## src/rtl/native_bus_dma_pkg.sv

```systemverilog
// native_bus_dma_pkg: shared FSM states and bus constants for the word-copy DMA.
package native_bus_dma_pkg;
  typedef enum logic [2:0] {IDLE, RD_REQ, RD_GAP, WR_REQ, WR_GAP, FINISH} state_t;
  localparam logic [3:0] WSTRB_FULL = 4'hF;
  localparam logic [3:0] WSTRB_NONE = 4'h0;
  localparam logic [31:0] WORD_BYTES = 32'd4;
endpackage

```

## src/rtl/native_bus_dma.sv

```systemverilog
// native_bus_dma: copies cfg_len 32-bit words from cfg_src to cfg_dst over a native
// valid/ready bus, one read then one write per word, with sticky abort.
module native_bus_dma
  import native_bus_dma_pkg::*;
#(
  parameter int LEN_W = 16
) (
  input  logic             clk,
  input  logic             resetn,
  input  logic [31:0]      cfg_src,
  input  logic [31:0]      cfg_dst,
  input  logic [LEN_W-1:0] cfg_len,
  input  logic             cfg_start,
  input  logic             cfg_abort,
  output logic             busy,
  output logic             done,
  output logic             error,
  output logic             mem_valid,
  output logic             mem_instr,
  input  logic             mem_ready,
  output logic [31:0]      mem_addr,
  output logic [31:0]      mem_wdata,
  output logic [3:0]       mem_wstrb,
  input  logic [31:0]      mem_rdata
);
  state_t r_state, w_next;
  logic [31:0] r_src, r_dst, r_data;
  logic [LEN_W-1:0] r_len, r_idx;
  logic r_abort, r_error;
  logic w_misaligned, w_abort;
  assign w_misaligned = |{cfg_src[1:0], cfg_dst[1:0]};
  assign w_abort = r_abort | cfg_abort;
  always_comb begin
    w_next = r_state;
    case (r_state)
      IDLE:    if (cfg_start && !w_misaligned) w_next = (cfg_len == '0) ? FINISH : RD_REQ;
      RD_REQ:  if (mem_ready) w_next = RD_GAP;
      RD_GAP:  w_next = w_abort ? FINISH : WR_REQ;
      WR_REQ:  if (mem_ready) w_next = WR_GAP;
      WR_GAP:  w_next = (w_abort || r_idx == r_len) ? FINISH : RD_REQ;
      default: w_next = IDLE;
    endcase
  end
  always_ff @(posedge clk) begin
    if (!resetn) begin
      r_state <= IDLE;
      r_src   <= '0;
      r_dst   <= '0;
      r_len   <= '0;
      r_idx   <= '0;
      r_data  <= '0;
      r_abort <= 1'b0;
      r_error <= 1'b0;
    end else begin
      r_state <= w_next;
      r_error <= r_state == IDLE && cfg_start && w_misaligned;
      r_abort <= busy && w_abort;
      if (r_state == IDLE) begin
        r_src <= cfg_src;
        r_dst <= cfg_dst;
        r_len <= cfg_len;
        r_idx <= '0;
      end
      if (r_state == RD_REQ && mem_ready) r_data <= mem_rdata;
      if (r_state == WR_REQ && mem_ready) r_idx <= r_idx + 1'b1;
    end
  end
  // Bus outputs decode the state directly, so they stay frozen for the whole request
  assign busy      = !(r_state == IDLE || r_state == FINISH);
  assign done      = r_state == FINISH;
  assign error     = r_error;
  assign mem_instr = 1'b0;
  assign mem_valid = r_state == RD_REQ || r_state == WR_REQ;
  assign mem_addr  = (r_state == RD_REQ) ? r_src + 32'(r_idx) * WORD_BYTES :
                     (r_state == WR_REQ) ? r_dst + 32'(r_idx) * WORD_BYTES : '0;
  assign mem_wstrb = (r_state == WR_REQ) ? WSTRB_FULL : WSTRB_NONE;
  assign mem_wdata = (r_state == WR_REQ) ? r_data : '0;
endmodule

```

## config.mk

```make
export PLATFORM = sky130hd
export DESIGN_NAME = native_bus_dma
export DESIGN_NICKNAME = d
export VERILOG_FILES = /design/src/rtl/native_bus_dma_pkg.sv /design/src/rtl/native_bus_dma.sv
export SDC_FILE = /design/constraint.sdc
export NUM_CORES = 1
export LEC_CHECK = 0
export CAP_MARGIN = 20
export CORE_MARGIN = 8
export CORE_UTILIZATION = 57
export CTS_BUF_LIST = sky130_fd_sc_hd__clkbuf_4 sky130_fd_sc_hd__clkbuf_8
export DETAILED_ROUTE_END_ITERATION = 6
export PLACE_DENSITY = 0.87
export SLEW_MARGIN = 10
export SYNTH_ARGS = -nofsm -noshare
export SYNTH_HDL_FRONTEND = slang
export SYNTH_SLANG_ARGS = --single-unit
```

## constraint.sdc

```tcl
create_clock -name clk -period 7 [get_ports clk]
set_input_delay 1.4 -clock clk [delete_from_list [all_inputs] [get_ports clk]]
set_output_delay 1.4 -clock clk [all_outputs]
set_load 0.01 [all_outputs]
```

==> reports/summary.log, run 1 <==
INFO  outcome        run_status=completed
INFO  global_route   track_usage=25.8%
INFO  critical_path  reg_to_reg_start=r_state[0]$_SDFFE_PN0P_
INFO  critical_path  r2r-end=r_idx[7]$_SDFFE_PN0P_
INFO  global_route   grt_antenna_before_repair=0
INFO  cts            postCtsSetupBuffers=0
INFO  pwr            switching_share=40.4%
INFO  global_route   grtUsageMet3=5.32%
INFO  die            coreArea=14300um^2
INFO  final_layout   finish.net_count=1358
INFO  route          drt_iter0_drc=550
INFO  critical_path  worst_ep_required_time=5600ps
INFO  die            die_width=136um
INFO  logic_synthesis netlist-cell-type-count=72
INFO  global_route   grt_start_max_net_pins=134
INFO  critical_path  max_stage_delay=570ps
INFO  sta            maxSlewHeadroom=33.5%
INFO  die            design.die.area=18600um^2
INFO  final_layout   layout_cells_sized_above_1=5.34%
INFO  cts            clk_path_buf_depth=2
INFO  sta            timing.final.max_slew_violations=0
INFO  logic_synthesis ys_warn_count=0
INFO  logic_synthesis synthesis.instances=1060
INFO  sta            post-route-min-period=5080ps
INFO  route          finalWirelength=24.8mm
INFO  die            i_o_pin_count=190
INFO  critical_path  worstPathArrival=3680ps
INFO  cts            clock_tree_from_tritoncts=done
INFO  pwr            seq_power_share=37.5%
INFO  logic_synthesis synth_top_cell_area_share=32.3%
INFO  cts            cts_hold_buffers=0
INFO  global_route   grt_util_met1=31.0%
INFO  placed_design  place.detailed.instances=1368
INFO  critical_path  criticalPathCategory=reg2out
INFO  final_layout   fill_cells=1102
INFO  critical_path  endpoint_kind=output pin
INFO  die            die_y=136um
INFO  run            maxCapViolCount=0
INFO  placed_design  place_area=10100um^2
INFO  cts            clk_pin_slew_worst_setup_hold_paths=80ps
INFO  logic_synthesis netlist_area=8250um^2
INFO  final_layout   insertedDiodeCount=0
INFO  critical_path  sort_of_element_at_the_start_of_the_critical_path=flip-flop
INFO  sta            max_clock_freq=0.197GHz
INFO  final_layout   syn_to_final_growth=27.5%
INFO  logic_synthesis synthesis.nets=1212
INFO  global_route   grt_first_pass_wirelength=38.6mm
INFO  cts            clk_latency=460ps
INFO  logic_synthesis yosysSeqAreaShare=32.3%
INFO  pwr            max-vdd-ir-drop=379uV
INFO  route          drt_pre_antenna_iters=5
INFO  route          drc_errors=0
INFO  global_route   gr-total-overflow=0
INFO  route          via_count=8161
INFO  final_layout   multi_input_comb_area=5220um^2
INFO  die            initial_utilization=57.6%
INFO  sta            finalClockSkew=9.36ps
INFO  placed_design  place.detailed.hpwl=17.8mm
INFO  logic_synthesis number_of_synthesized_flops_with_an_enable_pin=0
INFO  pwr            pwrdens=262nW/um^2
INFO  logic_synthesis synth_top_cells_by_area=sky130_fd_sc_hd__dfxtp_1, sky130_fd_sc_hd__nand2_1, sky130_fd_sc_hd__a21boi_0
INFO  sta            finalSetupViolations=0
INFO  logic_synthesis yosys.area.top_type=sky130_fd_sc_hd__dfxtp_1
INFO  pwr            intPower=1640uW
INFO  cts            post_cts_resized=0
INFO  pwr            share_comb_of_total_power=39.4%
INFO  global_route   gr-max-usage-layer=met2
INFO  global_route   first_global_vias=7887
INFO  logic_synthesis synthesis.area_per_instance=7.78um^2
INFO  final_layout   finalInstanceArea=10500um^2
INFO  route          routed_via_density=5.83
INFO  route          route.antenna.remaining_nets=0
INFO  final_layout   layoutNonFillerInstCount=1401
INFO  die            rows=44
INFO  sta            grt_setup_unrepaired=no
INFO  cts            tritoncts_num_sinks=133
INFO  sta            timing.setup.tns=0ps
INFO  pwr            totalPowerFinal=2760uW
INFO  sta            final_hold_fails=0
INFO  placed_design  port_buffers=188
INFO  sta            finalCritPeriodShare=72.5%
INFO  sta            least_margin_pin_slew=993ps
INFO  critical_path  crit_start=r_idx[3]$_SDFFE_PN0P_
INFO  critical_path  cp_slowest_cell=sky130_fd_sc_hd__clkdlybuf4s50_1
INFO  pwr            power.share.clock=23.1%
INFO  final_layout   sequential_cell_area=2660um^2
INFO  worst_hold_path worstHoldPathCells=2
INFO  global_route   grt_util_met2=44.0%
INFO  cts            cts_max_level=4
INFO  critical_path  endpoint=mem_addr[29]
INFO  final_layout   post-route-util=73.5%
INFO  critical_path  worst-r2r-cell-count=7
INFO  pwr            power.static_leakage=0.00419uW
INFO  cts            clockRootBuffer=sky130_fd_sc_hd__clkbuf_8
INFO  cts            cts_made_buffers=17
INFO  logic_synthesis ys.flop_type=sky130_fd_sc_hd__dfxtp_1
INFO  logic_synthesis synthArstFlopShare=0%
INFO  critical_path  minimum_setup_slack_among_reg_to_reg_paths=3890ps
INFO  worst_hold_path worstHoldPathType=reg2reg
INFO  route          wire_length_per_cell=17.7um
INFO  placed_design  globalplace.congestion=0.939
INFO  critical_path  critical_path.cell_chain=ha_1 -> a21o_1 -> a21oi_1 -> a211oi_1 -> o21ai_1 -> a21boi_0 -> xnor2_1 -> a211oi_2 -> clkdlybuf4s50_1
INFO  critical_path  crit_path_max_fanout=10
INFO  pwr            switchingPower=1120uW
INFO  logic_synthesis ys_ff_latch=133
==> sequential cells by signal, indices dropped and copies added (netlist names) <==
name	flops
error	1
r_abort	1
r_data	32
r_dst	32
r_idx	16
r_len	16
r_src	32
r_state	3
==> logic make-up after synthesis <==
logic type / Yosys count / synth area share (%)
other cells: 1 / 0.0455
xor+xnor: 53 / 5.63
simple gates: 458 / 25.3
fa+ha+maj: 35 / 5.49
compound gates: 285 / 25.2
flops: 133 / 32.3
buf+inv: 83 / 4.52
mux: 12 / 1.53
==> routing by layer <==
metal / routed length (um) / up-vias
met5: 0 / -
met4: 665 / 0
met3: 1610 / 56
met2: 12200 / 297
met1: 10300 / 3808
li1: - / 4000
==> cell usage in the layout (no fill, tap or decap), types with 8 or more instances in the layout <==
cell type / instances
sky130_fd_sc_hd__o21a_1: 8
sky130_fd_sc_hd__a31oi_1: 12
sky130_fd_sc_hd__nor3_1: 15
sky130_fd_sc_hd__clkdlybuf4s50_1: 187
sky130_fd_sc_hd__and3_1: 47
sky130_fd_sc_hd__inv_1: 14
sky130_fd_sc_hd__nand2_1: 269
sky130_fd_sc_hd__nand4_1: 12
sky130_fd_sc_hd__mux2i_1: 10
sky130_fd_sc_hd__clkbuf_8: 22
sky130_fd_sc_hd__nand3_1: 22
sky130_fd_sc_hd__a21oi_1: 31
sky130_fd_sc_hd__and2_1: 9
sky130_fd_sc_hd__xnor2_1: 38
sky130_fd_sc_hd__o21ai_0: 25
sky130_fd_sc_hd__o211ai_1: 8
sky130_fd_sc_hd__nor4_1: 9
sky130_fd_sc_hd__a21boi_0: 123
sky130_fd_sc_hd__o22ai_1: 8
sky130_fd_sc_hd__nor2_1: 41
sky130_fd_sc_hd__dfxtp_1: 132
sky130_fd_sc_hd__a21o_1: 14
sky130_fd_sc_hd__ha_1: 33
sky130_fd_sc_hd__a211oi_1: 12
sky130_fd_sc_hd__xor2_1: 15
==> worst max-delay path: cells and delay by family, from the launching register on <==
| kind | cells | cell delay, ps |
|---|---|---|
| xor gates and xnor gates | 1 | 190 |
| adders and majority gates | 1 | 360 |
| buffers and inverters | 1 | 570 |
| AOI/OAI and AO/OA | 6 | 1580 |
| DFF | 1 | 520 |
==> power groups by stage <==
stage / logic (uW) / clock network (uW) / registers, uW
6_report: 1090 / 637 / 1030
5_1_grt: 1210 / 671 / 1050
4_1_cts: 1080 / 641 / 1030
3_5_place_dp: 1070 / 0 / 1050
3_3_place_gp: 1050 / 0 / 1040
2_1_floorplan: 745 / 0 / 1000
==> how the worst min path moves through the flow <==
| stage | from | to | slack (ps) |
|---|---|---|---|
| floorplan | r_data[31]$_SDFFE_PN0P_ | r_data[31]$_SDFFE_PN0P_ | 440 |
| detailed placement | r_data[25]$_SDFFE_PN0P_ | r_data[25]$_SDFFE_PN0P_ | 460 |
| global route | r_data[26]$_SDFFE_PN0P_ | r_data[26]$_SDFFE_PN0P_ | 480 |
| global placement | r_data[30]$_SDFFE_PN0P_ | r_data[30]$_SDFFE_PN0P_ | 450 |
| CTS | r_data[25]$_SDFFE_PN0P_ | r_data[25]$_SDFFE_PN0P_ | 470 |
| finish | r_data[13]$_SDFFE_PN0P_ | r_data[13]$_SDFFE_PN0P_ | 460 |
==> per-stage QoR <==
| step | hold slack [ps] | setup slack (ps) |
|---|---|---|
| 2_1_floorplan | 439 | 3240 |
| 3_3_place_gp | 449 | 2540 |
| 3_5_place_dp | 456 | 2500 |
| 4_1_cts | 467 | 1990 |
| 5_1_grt | 479 | 1750 |
| 6_report | 460 | 1920 |
==> synthesized netlist by cell type (10+ instances only) <==
| master | n |
|---|---|
| sky130_fd_sc_hd__xnor2_1 | 38 |
| sky130_fd_sc_hd__a21boi_0 | 123 |
| sky130_fd_sc_hd__and3_1 | 47 |
| sky130_fd_sc_hd__nand3_1 | 22 |
| sky130_fd_sc_hd__nand4_1 | 12 |
| sky130_fd_sc_hd__mux2i_1 | 10 |
| sky130_fd_sc_hd__ha_1 | 33 |
| sky130_fd_sc_hd__o21ai_0 | 25 |
| sky130_fd_sc_hd__clkbuf_1 | 58 |
| sky130_fd_sc_hd__a31oi_1 | 12 |
| sky130_fd_sc_hd__xor2_1 | 15 |
| sky130_fd_sc_hd__nor3_1 | 16 |
| sky130_fd_sc_hd__a211oi_1 | 12 |
| sky130_fd_sc_hd__a21o_1 | 14 |
| sky130_fd_sc_hd__a21oi_1 | 31 |
| sky130_fd_sc_hd__nand2_1 | 270 |
| sky130_fd_sc_hd__inv_1 | 14 |
| sky130_fd_sc_hd__dfxtp_1 | 133 |
| sky130_fd_sc_hd__nor2_1 | 41 |
==> final cells by class <==
cell class	instances	share of cell area, %
clock inverters	7	0.678
well taps	184	2.19
clock buffers	23	2.95
repair buffers	195	18.7
inverters	15	0.535
multi-input cells	844	49.6
flip-flops and latches	133	25.3
No activity file was read; power rests on OpenSTA's default activity.
==> run 2, diff against run 1 <==
Settings changed: CORE_UTILIZATION 57 to 47, PLACE_DENSITY 0.87 to 0.77.
Clock period 7 ns to 4.55 ns, I/O delays scaled along.
==> run 2 against run 1 <==
Compared with the run above:
- hold slack about the same
- sequential share of layout area decreased by 0.37 points
- count of clock-buffer cells in the layout down 5
- final area increased by 1.7%
- combinational power rose by 53%
- sequential power grew 55%
- critical path depth unchanged
- clock skew rose by 5.8 ps
==> reports/summary.log, run 2 (synthesis results as in run 1) <==
INFO  outcome        run_status=completed
INFO  critical_path  crit_path_max_fanout=8 [-2]
INFO  critical_path  r2r-end=r_idx[7]$_SDFFE_PN0P_
INFO  placed_design  place.detailed.hpwl=17.9mm [+0.69%]
INFO  placed_design  port_buffers=188 [unchanged]
INFO  final_layout   layout.cells.most_common=sky130_fd_sc_hd__nand2_1
INFO  global_route   track_usage=21.8% [-4.1 points]
INFO  critical_path  reg_to_reg_start=r_state[0]$_SDFFE_PN0P_
INFO  sta            max_clock_freq=0.228GHz
INFO  cts            cts_made_buffers=17 [unchanged]
INFO  sta            finalCritPeriodShare=96.4%
INFO  pwr            max-vdd-ir-drop=692uV [+82%]
INFO  worst_hold_path worstHoldPathType=reg2reg
INFO  die            i_o_pin_count=190 [unchanged]
INFO  route          drt_pre_antenna_iters=5 [unchanged]
INFO  cts            tritoncts_num_sinks=133 [unchanged]
INFO  sta            timing.setup.tns=0ps [unchanged]
INFO  cts            cts_max_level=4 [unchanged]
INFO  critical_path  max_stage_delay=570ps [about the same]
INFO  critical_path  cp_slowest_cell=sky130_fd_sc_hd__clkdlybuf4s50_1
INFO  critical_path  minimum_setup_slack_among_reg_to_reg_paths=1680ps [-2210 ps]
INFO  critical_path  crit_start=r_idx[10]$_SDFFE_PN0P_
INFO  route          drc_errors=0 [unchanged]
INFO  critical_path  critical_path.cell_chain=ha_2 -> and4_1 -> nand2_1 -> a211o_1 -> a211oi_4 -> and4_1 -> o31ai_1 -> a21oi_1 -> clkdlybuf4s50_1
INFO  route          drt_iter0_drc=459 [-17%]
INFO  route          finalWirelength=24.4mm [-1.6%]
INFO  sta            finalSetupViolations=0 [unchanged]
INFO  route          wire_length_per_cell=16.9um [-4.9%]
INFO  cts            clock_tree_from_tritoncts=done
INFO  global_route   grt_start_max_net_pins=83 [-38%]
INFO  critical_path  crit_path_frequent_cell=sky130_fd_sc_hd__and4_1
INFO  final_layout   post-route-util=62.1% [-11 points]
INFO  sta            finalClockSkew=15.2ps [+5.80 ps]
INFO  critical_path  criticalPathCategory=reg2out
INFO  global_route   first_global_vias=7704 [-2.3%]
INFO  critical_path  sort_of_element_at_the_start_of_the_critical_path=flip-flop
INFO  critical_path  worst_ep_required_time=3640ps [-1960 ps]
INFO  pwr            totalPowerFinal=4280uW [+55%]
INFO  die            coreArea=17200um^2 [+20%]
INFO  final_layout   layout_common_cells=sky130_fd_sc_hd__nand2_1, sky130_fd_sc_hd__clkdlybuf4s50_1, sky130_fd_sc_hd__dfxtp_1
INFO  final_layout   finish.net_count=1364 [+0.44%]
INFO  sta            grt_setup_unrepaired=no
INFO  final_layout   syn_to_final_growth=29.7%
INFO  cts            clk_pin_slew_worst_setup_hold_paths=80ps [about the same]
INFO  cts            clockRootBuffer=sky130_fd_sc_hd__clkbuf_8
INFO  final_layout   fill_cells=1543 [+40%]
INFO  die            rows=48 [+9.1%]
INFO  die            initial_utilization=47.8% [-9.8 points]
INFO  critical_path  worstPathArrival=3480ps [-200 ps]
INFO  sta            post-route-min-period=4390ps
INFO  global_route   grt_antenna_before_repair=0 [unchanged]
INFO  critical_path  worst-r2r-cell-count=8 [+1]
INFO  final_layout   layout_cells_sized_above_1=7.11% [+1.8 points]
INFO  global_route   gr-total-overflow=0 [unchanged]
INFO  route          via_count=8070 [-1.1%]
INFO  placed_design  globalplace.congestion=0.928 [-1.2%]
INFO  sta            maxSlewHeadroom=31.0% [-2.5 points]
INFO  die            die_y=148um [+8.9%]
INFO  critical_path  critical_path_depth=9 [unchanged]
INFO  critical_path  endpoint_kind=output pin
INFO  sta            timing.final.max_slew_violations=0 [unchanged]
INFO  sta            whs=461ps [+0.166 ps]
INFO  pwr            pwrdens=400nW/um^2 [+52%]
INFO  die            design.die.area=22000um^2 [+19%]
INFO  critical_path  endpoint=mem_addr[31]
INFO  global_route   grt_first_pass_wirelength=39.0mm [+1.1%]
INFO  sta            final_hold_fails=0 [unchanged]
INFO  route          routed_via_density=5.57 [-4.4%]
INFO  die            die_width=148um [+8.9%]
INFO  final_layout   insertedDiodeCount=0 [unchanged]
INFO  sta            least_margin_pin_slew=1030ps [+41.1 ps]
INFO  final_layout   top_regs=r_data (32), r_dst (32), r_src (32)
INFO  pwr            power.static_leakage=0.00425uW [+1.3%]
INFO  final_layout   layoutNonFillerInstCount=1449 [+3.4%]
INFO  route          route.antenna.remaining_nets=0 [unchanged]
INFO  cts            clk_path_buf_depth=2 [unchanged]
INFO  critical_path  critical_path.n_buffers_inverters=1 [unchanged]
INFO  run            maxCapViolCount=0 [unchanged]
INFO  placed_design  place.detailed.instances=1416 [+3.5%]
INFO  cts            clk_latency=470ps [about the same]
INFO  critical_path  worst_path_dominant_cell_family=compound AO/OA/AOI/OAI gates
-- run 2: cell types whose count changed in the layout (fill, tap and decap cells not counted), sizes merged, moves of 2 or more --
cell           previous run  this run
clkdlybuf4s50           187       185
inv                      16        18
clkbuf                   23        18
clkinv                    2         5
dlymetal6s2s              0         2
buf                       8        14
-- run 2: worst min-delay path by stage --
stage / start / to / slack (ps) / cells after the start
global placement: r_data[5]$_SDFFE_PN0P_ / r_data[5]$_SDFFE_PN0P_ / 450 / 2
CTS: r_data[2]$_SDFFE_PN0P_ / r_data[2]$_SDFFE_PN0P_ / 460 / 2
global route: r_data[16]$_SDFFE_PN0P_ / r_data[16]$_SDFFE_PN0P_ / 490 / 2
detailed placement: r_data[2]$_SDFFE_PN0P_ / r_data[2]$_SDFFE_PN0P_ / 450 / 2
finish: r_data[2]$_SDFFE_PN0P_ / r_data[2]$_SDFFE_PN0P_ / 460 / 2
floorplan: r_data[31]$_SDFFE_PN0P_ / r_data[31]$_SDFFE_PN0P_ / 440 / 2
-- run 2: through the flow --
stage / area, um^2 / worst slack, ps
6_report: 10700 / 164
2_1_floorplan: 8250 / 1280
5_1_grt: 10700 / 1.21
4_1_cts: 10600 / 20.9
3_3_place_gp: 10200 / 531
3_5_place_dp: 10200 / 500
-- run 2: metal layers --
layer	global-route usage (%)	up-vias	wire (um)
met1	27.4	3729	11000
met4	10.2	0	728
met2	34.2	275	11000
li1	-	4016	-
met5	0	-	0
met3	5.50	50	1650
-- run 2: final cells by class --
class                      count  area (um^2)  area share [%]
clock buffer                  18          248            2.32
clock inverter                13          149            1.39
inverter                      15         56.3           0.526
multi-input combinational    844         5290            49.4
sequential                   133         2670            25.0
tap                          225          282            2.63
timing repair buffer         201         2010            18.8
-- run 2: worst reg2reg max path: cells and delay by family (launching register included) --
family	cells	cell delay, ps
and+or+nand+nor	5	1510
buffers and inverters	2	590
DFF	1	540
AOI/OAI and AO/OA	1	160
-- run 2: what timing repair did --
item | 4_1_cts | 5_1_grt
setup endpoints to repair | 2 | 14
gates cloned | 0 | 0
setup buffers | 0 | 1
hold buffers | 0 | 0
pin swaps | 0 | 3
gates resized for setup | 2 | 18
-- run 2: power breakdown --
| group | leakage (uW) | internal, uW | switching [uW] |
|---|---|---|---|
| sequential | 0.00110 | 1390 | 211 |
| combinational | 0.00296 | 653 | 1020 |
| clock | 0.000192 | 504 | 504 |
| total | 0.00425 | 2550 | 1730 |
==> run 3, diff against run 2 <==
Settings changed: ABC_AREA set to 0.
==> results of run 3 <==
Final layout, timing and power as in run 2 (identical DEF).
